### src/rtl/serial_alu_pkg.sv
// Shared types and constants for the bit-serial add/subtract controller.
package serial_alu_pkg;

  typedef enum logic [1:0] {
    IDLE = 2'd0,
    RUN  = 2'd1,
    DONE = 2'd2
  } state_e;

  localparam logic OP_ADD = 1'b0;
  localparam logic OP_SUB = 1'b1;

  // Bits needed to count bit positions 0..width-1.
  function automatic int unsigned cnt_width(input int unsigned width);
    return (width < 2) ? 1 : $clog2(width);
  endfunction

endpackage

### src/rtl/serial_bit_slice.sv
// Combinational 1-bit full adder, time-shared across all bit positions.
module serial_bit_slice (
  input  logic a,
  input  logic b,
  input  logic carryin,
  output logic sum,
  output logic carryout
);

  assign sum      = a ^ b ^ carryin;
  assign carryout = (a & b) | (carryin & (a ^ b));

endmodule

### src/rtl/serial_addsub_ctrl.sv
// Bit-serial add/subtract controller: one full-adder slice, LSB first,
// WIDTH cycles per operation, registered result and ALU flags.
// Optional macro SERIAL_ADDSUB_FLAGS_EN enables overflow/negative/zero;
// when undefined those ports are tied to 0.
module serial_addsub_ctrl
  import serial_alu_pkg::*;
#(
  parameter int unsigned WIDTH = 64
) (
  input  logic             clk,
  input  logic             reset_n,
  input  logic             start,
  input  logic             op_sub,
  input  logic [WIDTH-1:0] a,
  input  logic [WIDTH-1:0] b,
  output logic             busy,
  output logic             done,
  output logic [WIDTH-1:0] result,
  output logic             carryout,
  output logic             overflow,
  output logic             negative,
  output logic             zero
);

  localparam int unsigned CW = cnt_width(WIDTH);

  state_e           state_q;
  logic [WIDTH-1:0] a_q;
  logic [WIDTH-1:0] b_q;
  logic [WIDTH-1:0] partial_q;
  logic [WIDTH-1:0] partial_d;
  logic [WIDTH-1:0] result_q;
  logic [CW-1:0]    cnt_q;
  logic             carry_q;
  logic             busy_q;
  logic             done_q;
  logic             carryout_q;
  logic             slice_sum;
  logic             slice_co;
  logic             last_bit;

  serial_bit_slice u_slice (
    .a        (a_q[0]),
    .b        (b_q[0]),
    .carryin  (carry_q),
    .sum      (slice_sum),
    .carryout (slice_co)
  );

  // Partial sum after this cycle's bit enters at the MSB end.
  assign partial_d = {slice_sum, partial_q[WIDTH-1:1]};
  assign last_bit  = (cnt_q == CW'(WIDTH - 1));

  // Control FSM and serial datapath; subtraction is A + ~B + 1.
  always_ff @(posedge clk or negedge reset_n) begin
    if (!reset_n) begin
      state_q    <= IDLE;
      a_q        <= '0;
      b_q        <= '0;
      partial_q  <= '0;
      result_q   <= '0;
      cnt_q      <= '0;
      carry_q    <= 1'b0;
      busy_q     <= 1'b0;
      done_q     <= 1'b0;
      carryout_q <= 1'b0;
    end else begin
      done_q <= 1'b0;
      unique case (state_q)
        IDLE: begin
          if (start) begin
            state_q   <= RUN;
            busy_q    <= 1'b1;
            a_q       <= a;
            b_q       <= (op_sub == OP_SUB) ? ~b : b;
            carry_q   <= (op_sub == OP_ADD) ? 1'b0 : 1'b1;
            cnt_q     <= '0;
            partial_q <= '0;
          end
        end
        RUN: begin
          a_q       <= a_q >> 1;
          b_q       <= b_q >> 1;
          carry_q   <= slice_co;
          partial_q <= partial_d;
          cnt_q     <= cnt_q + CW'(1);
          if (last_bit) begin
            state_q    <= DONE;
            done_q     <= 1'b1;
            result_q   <= partial_d;
            carryout_q <= slice_co;
          end
        end
        DONE: begin
          state_q <= IDLE;
          busy_q  <= 1'b0;
        end
        default: begin
          state_q <= IDLE;
          busy_q  <= 1'b0;
        end
      endcase
    end
  end

  assign busy     = busy_q;
  assign done     = done_q;
  assign result   = result_q;
  assign carryout = carryout_q;

`ifdef SERIAL_ADDSUB_FLAGS_EN
  logic overflow_q;
  logic negative_q;
  logic zero_q;

  // Flags captured on the final bit; carry_q is the carry into the MSB slice.
  always_ff @(posedge clk or negedge reset_n) begin
    if (!reset_n) begin
      overflow_q <= 1'b0;
      negative_q <= 1'b0;
      zero_q     <= 1'b0;
    end else if ((state_q == RUN) && last_bit) begin
      overflow_q <= carry_q ^ slice_co;
      negative_q <= partial_d[WIDTH-1];
      zero_q     <= (partial_d == '0);
    end
  end

  assign overflow = overflow_q;
  assign negative = negative_q;
  assign zero     = zero_q;
`else
  assign overflow = 1'b0;
  assign negative = 1'b0;
  assign zero     = 1'b0;
`endif

endmodule

### config.mk
export PLATFORM = sky130hd
export DESIGN_NAME = serial_addsub_ctrl
export DESIGN_NICKNAME = d
export VERILOG_FILES = /design/src/rtl/serial_alu_pkg.sv /design/src/rtl/serial_bit_slice.sv /design/src/rtl/serial_addsub_ctrl.sv
export SDC_FILE = /design/constraint.sdc
export NUM_CORES = 1
export LEC_CHECK = 0
export BUFFER_PORTS_ARGS = -buffer_cell sky130_fd_sc_hd__buf_2
export CAP_MARGIN = 10
export CORE_MARGIN = 2
export CORE_UTILIZATION = 55
export CTS_CLUSTER_SIZE = 8
export DETAILED_ROUTE_END_ITERATION = 7
export PLACE_DENSITY = 0.87
export SYNTH_ARGS = -nofsm -noshare
export SYNTH_HDL_FRONTEND = slang
export SYNTH_HIERARCHICAL = 1
export SYNTH_SLANG_ARGS = --single-unit
### constraint.sdc
create_clock -name clk -period 5.4 [get_ports clk]
set_clock_uncertainty 0.05 [all_clocks]
set_input_delay 1.08 -clock clk [delete_from_list [all_inputs] [get_ports clk]]
set_output_delay 1.08 -clock clk [all_outputs]
set_load 0.005 [all_outputs]
==> reports/results.txt, run 1 <==
status - complete, no violations
Vias/cell - 6.171
Hold Vio Cnt, Final - 0
DRC errors left - 0
hold_sp - cnt_q[4]$_DFFE_PN0P_
GRT overflow - 0
sw power - 1.909 mW
Mean Syn Cell Area - 11.85 um^2
Tightest Pin Transition - 1.227 ns
register bit count reported by yosys - 267
crit path from - state_q[1]$_DFFE_PN0P_
Peak VDD IR - 0.2364 mV
Top delay family on crit path - buffers and inverters
Area contributors post-synth - dfrtp_1, a221o_1, mux2_4
I/O Buffers - 198
Root Buffer - clkbuf_16
Max Clk Rate - 291.0 MHz
die span in y - 154.0 um
crit-path cells - buf_4 > or3b_2 > buf_4 > o32ai_1 > a221o_1
crit path max fanout - 87
most common cell after layout, fill and taps aside - dfrtp_1
Largest stage delay, worst path - 0.79 ns
Cell Rows - 54
WL/cell - 19.01 um
Initial Util - 56.37%
WS Path Type - reg -> reg
Synth Instances - 1045
register area share after synthesis - 53.98%
worst hold slack - 0.4165 ns
Int Pwr - 4.542 mW
chip width - 154.0 um
largest net degree at the start of global routing - 137
H-tree depth - 2
Logic pwr share - 20.2%
Clock Pin Slew Worst Setup and Hold Paths - 0.05 ns
Synth async-reset ratio - 100.0%
Power Total - 6.451 mW
initial antenna violation count - 3
Power Dens Cells - 448.7 nW/um^2
Setup crit start kind - flip-flop
sequential power share - 47.0%
Critical Path Sink Type - flip-flop
share of the synthesized area in the top cell type - 53.98%
# hold bufs at CTS - 0
final std cells w/o fill - 1479
gr usage total - 23.49%
most frequent cells in the layout - dfrtp_1, buf_2, o21ai_0
Critical Path AT - 3.76 ns
dpl cells - 1432
Primary FF master, synth - dfrtp_1
max-slew violations - 0
setup bufs post-CTS - 0
Post-synth EDFFs - 0
routability cong. - 0.8035
Core Region - 21960 um^2
Critical Path RT - 5.72 ns
IO Pins - 202
Routed Antenna Nets - 0
setup tns final - 0 ns
Layout area overhead - 16.14%
synthesized area - 12380 um^2
Clk Latency, worst-skew pair - 0.49 ns
number of CTS-inserted buffers - 39
worst hold path type - reg -> reg
post-DP HPWL - 16340 um
area leader, netlist - dfrtp_1
Tcrit/Tclk final - 63.63%
Slowest-stage cell, CP - buf_4
min Tclk post-route - 3.436 ns
Final Instance Area - 14380 um^2
Via Count - 9127
Placement Cell Area - 13330 um^2
largest buffer count on any clock path - 3
max_slew headroom - 18.19%
MaxCap Viol Count - 0
CP Buf/Inv Count - 2
total die area - 23720 um^2
Worst R2R Start - state_q[1]$_DFFE_PN0P_
final setup violation count - 0
Net Sw Frac - 29.60%
unrepaired setup endpoints after global routing - no
CP most frequent cell - buf_4
Initial DRC Count - 696
Post-Route WL - 28120 um
number of global-route vias before repair - 8903
# nets final - 1327
DRT Pass-1 Iters - 5
Clock power frac - 32.8%
clk sink count - 267
Synth Warn # - 6
unique cell type count in the Yosys netlist - 32
Leak Pwr - 6.743 nW
fraction of layout cells with a size suffix above 1 - 27.01%
CTS tree - built
post-CTS sizing - 0
first-pass GRT wire length - 46290 um
==> metal layers <==
| metal | global-route usage [%] | part of all wire (%) | vias up |
|---|---|---|---|
| met4 | 6.854 | 2.0 | 2 |
| met2 | 36.62 | 48 | 352 |
| met3 | 4.425 | 6.2 | 50 |
| li1 | - | - | 4159 |
| met1 | 33.80 | 44 | 4564 |
| met5 | 0 | 0.046 | - |
==> per-stage QoR <==
stage	utilization (%)	setup WS, ns
final	65.47	1.964
after global routing	65.46	1.758
after CTS	65.44	1.977
after detailed placement	60.70	1.995
after global placement	60.70	2.084
after floorplan	-	3.175
==> final cells by class <==
| cell class | count | area (um^2) |
|---|---|---|
| inverter | 65 | 244.0 |
| timing repair buffer | 209 | 1089 |
| clock inverter | 1 | 7.507 |
| fill | 1628 | 7582 |
| sequential | 267 | 6689 |
| multi-input combinational | 611 | 4956 |
| antenna | 3 | 7.507 |
| clock buffer | 43 | 1033 |
| tap | 280 | 350.3 |
==> power by group through the flow <==
stage	sequential [mW]	combinational, mW	clock, mW
floorplan	2.86	1.05	0
global placement	3.00	1.23	0
detailed placement	3.02	1.31	0
CTS	3.01	1.31	2.16
global route	3.09	1.48	2.25
finish	3.03	1.30	2.12
==> cells by family after synthesis <==
kind of cell	after synthesis	share of synthesized area [%]
other	1	0.03030
muxes	68	7.339
DFF	267	53.98
adders and majority gates	2	0.2628
AOI/OAI and AO/OA	391	23.49
buffers and inverters	169	6.257
and+or+nand+nor	83	4.114
xor gates and xnor gates	64	4.528
==> cells in the mapped netlist, types with 7 or more instances <==
library cell / n
clkbuf_1: 53
nor2b_1: 66
buf_2: 36
a22oi_1: 65
a21oi_1: 67
a22o_1: 64
dfrtp_1: 267
o21ai_0: 69
xnor2_1: 64
inv_1: 65
nand2_1: 7
a221o_1: 62
mux2_4: 39
o32ai_1: 62
mux2_2: 26
==> sequential cells by signal (all words and copies together), names as in the netlist <==
register	flops
a_q	64
b_q	64
result	64
partial_q	63
cnt_q	6
state_q	2
busy	1
carry_q	1
carryout	1
done	1
==> worst paths after layout <==
path | end | slack (ns) | cells past startpoint
worst max-delay path | b_q[40]$_DFFE_PN0P_ | 1.96 | 5
worst min-delay path | cnt_q[4]$_DFFE_PN0P_ | 0.42 | 1
min in group asynchronous | result[51]$_DFFE_PN0P_ | 0.65 | 1
worst min register to register | cnt_q[4]$_DFFE_PN0P_ | 0.42 | 1
worst max register to register | b_q[40]$_DFFE_PN0P_ | 1.96 | 5
max in group asynchronous | partial_q[1]$_DFFE_PN0P_ | 3.35 | 2
Power figures use the tool's default switching activity.
==> inputs of run 2 (changes only) <==
--- a/config.mk
+++ b/config.mk
@@ -5,13 +5,14 @@
 export SDC_FILE = /design/constraint.sdc
 export NUM_CORES = 1
 export LEC_CHECK = 0
+export ABC_AREA = 1
 export BUFFER_PORTS_ARGS = -buffer_cell sky130_fd_sc_hd__buf_2
 export CAP_MARGIN = 10
 export CORE_MARGIN = 2
 export CORE_UTILIZATION = 55
 export CTS_CLUSTER_SIZE = 8
 export DETAILED_ROUTE_END_ITERATION = 7
-export PLACE_DENSITY = 0.87
+export PLACE_DENSITY = 0.88
 export SYNTH_ARGS = -nofsm -noshare
 export SYNTH_HDL_FRONTEND = slang
 export SYNTH_HIERARCHICAL = 1
==> constraint.sdc (replaced) <==
create_clock -name clk -period 3.49 [get_ports clk]
set_clock_uncertainty 0.05 [all_clocks]
set_input_delay 0.698 -clock clk [delete_from_list [all_inputs] [get_ports clk]]
set_output_delay 0.698 -clock clk [all_outputs]
set_load 0.005 [all_outputs]
==> reports/results.txt, run 2 <==
Hold Vio Cnt, Final - 0
Max Clk Rate - 411.0 MHz
Setup crit start kind - flip-flop
GRT overflow - 0
Tcrit/Tclk final - 69.72%
Vias/cell - 5.506
Initial DRC Count - 704
reg2reg end - cnt_q[5]$_DFFE_PN0P_
Layout area overhead - 18.53%
Synth Warn # - 6
sequential power share - 47.3%
Synth Instances - 1248
status - complete, no violations
Primary FF master, synth - dfrtp_1
Via Count - 9255
Power Dens Cells - 646.4 nW/um^2
Critical Path AT - 2.77 ns
first-pass GRT wire length - 43570 um
Peak VDD IR - 0.4142 mV
unique cell type count in the Yosys netlist - 24
worst hold slack - 0.1560 ns
Cell Rows - 52
routability cong. - 0.7923
die span in y - 148.0 um
Placement Cell Area - 12480 um^2
setup bufs post-CTS - 0
post-DP HPWL - 15750 um
Worst R2R Start - state_q[0]$_DFFE_PN0P_
share of the synthesized area in the top cell type - 58.58%
synthesized area - 11410 um^2
register area share after synthesis - 58.58%
Mean Syn Cell Area - 9.139 um^2
Clock power frac - 37.2%
Area contributors post-synth - dfrtp_1, nand3_1, nand2_1
most frequent cells in the layout - nand2_1, dfrtp_1, nand3_1
Core Region - 20300 um^2
Critical Path Sink Type - flip-flop
Clk Latency, worst-skew pair - 0.51 ns
Final Instance Area - 13520 um^2
DRC errors left - 0
setup tns final - 0 ns
max_slew headroom - 20.42%
Critical Path RT - 3.83 ns
crit path max fanout - 119
Final Util - 66.60%
reg2reg path depth - 6
Tightest Pin Transition - 1.194 ns
Leak Pwr - 6.628 nW
initial antenna violation count - 0
area leader, netlist - dfrtp_1
Clock Pin Slew Worst Setup and Hold Paths - 0.05 ns
gr usage total - 24.23%
fraction of layout cells with a size suffix above 1 - 18.51%
I/O Buffers - 198
IO Pins - 202
register bit count reported by yosys - 267
H-tree depth - 2
chip width - 148.0 um
clk sink count - 267
WS Path Type - reg -> reg
final setup violation count - 0
Initial Util - 56.19%
# hold bufs at CTS - 0
min Tclk post-route - 2.433 ns
DRT Pass-1 Iters - 5
Logic pwr share - 15.4%
Net Sw Frac - 27.42%
largest buffer count on any clock path - 3
number of global-route vias before repair - 8942
count leader, synth - nand2_1
unrepaired setup endpoints after global routing - no
Post-synth EDFFs - 0
post-CTS sizing - 0
WL/cell - 15.53 um
max-slew violations - 0
sw power - 2.396 mW
synth cell count leaders - nand2_1, dfrtp_1, nand3_1
CTS tree - built
# nets final - 1542
Routed Antenna Nets - 0
worst hold path type - in -> async
largest net degree at the start of global routing - 129
filler instances - 1571
MaxCap Viol Count - 0
R2R Setup Slk - 1.06 ns
Post-Route WL - 26110 um
Synth async-reset ratio - 100.0%
Int Pwr - 6.343 mW
number of CTS-inserted buffers - 39
most common cell after layout, fill and taps aside - nand2_1
total die area - 21910 um^2
Root Buffer - clkbuf_16
## run 2: changes by cell type after synthesis, sizes merged, moves of 63 or more
cell and delta:
a21oi -67, a22o -64, a22oi -65, mux2 -65, nand2 +331, nand3 +262
nor2b -66, o22ai +63, xnor2 -63, xor2 +63
## run 2: how the worst max path moves through the flow
stage / startpoint / slack [ns] / depth (start not counted) / endpoint
global placement: state_q[0]$_DFFE_PN0P_ / 1.14 / 6 / cnt_q[5]$_DFFE_PN0P_
detailed placement: state_q[0]$_DFFE_PN0P_ / 1.14 / 6 / cnt_q[5]$_DFFE_PN0P_
CTS: state_q[0]$_DFFE_PN0P_ / 1.12 / 6 / cnt_q[5]$_DFFE_PN0P_
global route: state_q[0]$_DFFE_PN0P_ / 0.90 / 6 / cnt_q[5]$_DFFE_PN0P_
finish: state_q[0]$_DFFE_PN0P_ / 1.06 / 6 / cnt_q[5]$_DFFE_PN0P_
floorplan: op_sub / 1.96 / 5 / b_q[15]$_DFFE_PN0P_
## run 2: worst max-delay path, cell delays in order (launching register included)
cell     delay [ns]
dfrtp_1        0.38
inv_1          0.10
nor2_4         0.39
buf_4          0.93
nand4_1        0.18
nand2_1        0.12
inv_1          0.04
## run 2: through the flow
step           cells  total power, mW  worst slack, ns
2_1_floorplan   1250            5.056            1.958
3_3_place_gp    1637            5.417            1.145
3_5_place_dp    1637            5.510            1.138
4_1_cts         1680            8.810            1.120
5_1_grt         1680            9.216           0.9017
6_report        1681            8.739            1.057
## run 2: kinds of logic (layout without fill, tap and decap cells)
kind of cell | after synthesis | after routing | synth area share (%)
xor gates and xnor gates | 64 | 64 | 4.914
AOI/OAI and AO/OA | 137 | 137 | 6.746
DFF | 267 | 267 | 58.58
buffers and inverters | 171 | 331 | 6.472
and+or+nand+nor | 606 | 606 | 22.97
other | 1 | 4 | 0.03288
adders and majority gates | 2 | 2 | 0.2852
## run 2: final cells by class
| cell class | instances | area [um^2] | area share (%) |
|---|---|---|---|
| clock buffers | 40 | 1001 | 7.404 |
| flip-flops and latches | 267 | 6681 | 49.42 |
| multi-input cells | 812 | 4019 | 29.73 |
| inverters | 77 | 294.0 | 2.175 |
| diodes | 1 | 2.502 | 0.01851 |
| well taps | 270 | 337.8 | 2.499 |
| repair buffers | 211 | 1151 | 8.515 |
| clock inverters | 3 | 32.53 | 0.2406 |
## run 2: power by group through the flow
stage	Combinational (mW)	Sequential, mW	Clock, mW
final	1.35	4.14	3.25
after global routing	1.55	4.21	3.45
after CTS	1.36	4.14	3.31
after detailed placement	1.35	4.16	0
after global placement	1.28	4.14	0
after floorplan	0.990	4.07	0
## run 2: layer usage
layer  part of all wire, %  track usage, %  vias up
li1                      -               -     4397
met1                    42           34.01     4433
met2                    49           39.51      384
met3                   7.2           3.920       41
met4                   1.7           6.905        0
met5                     0               0        -
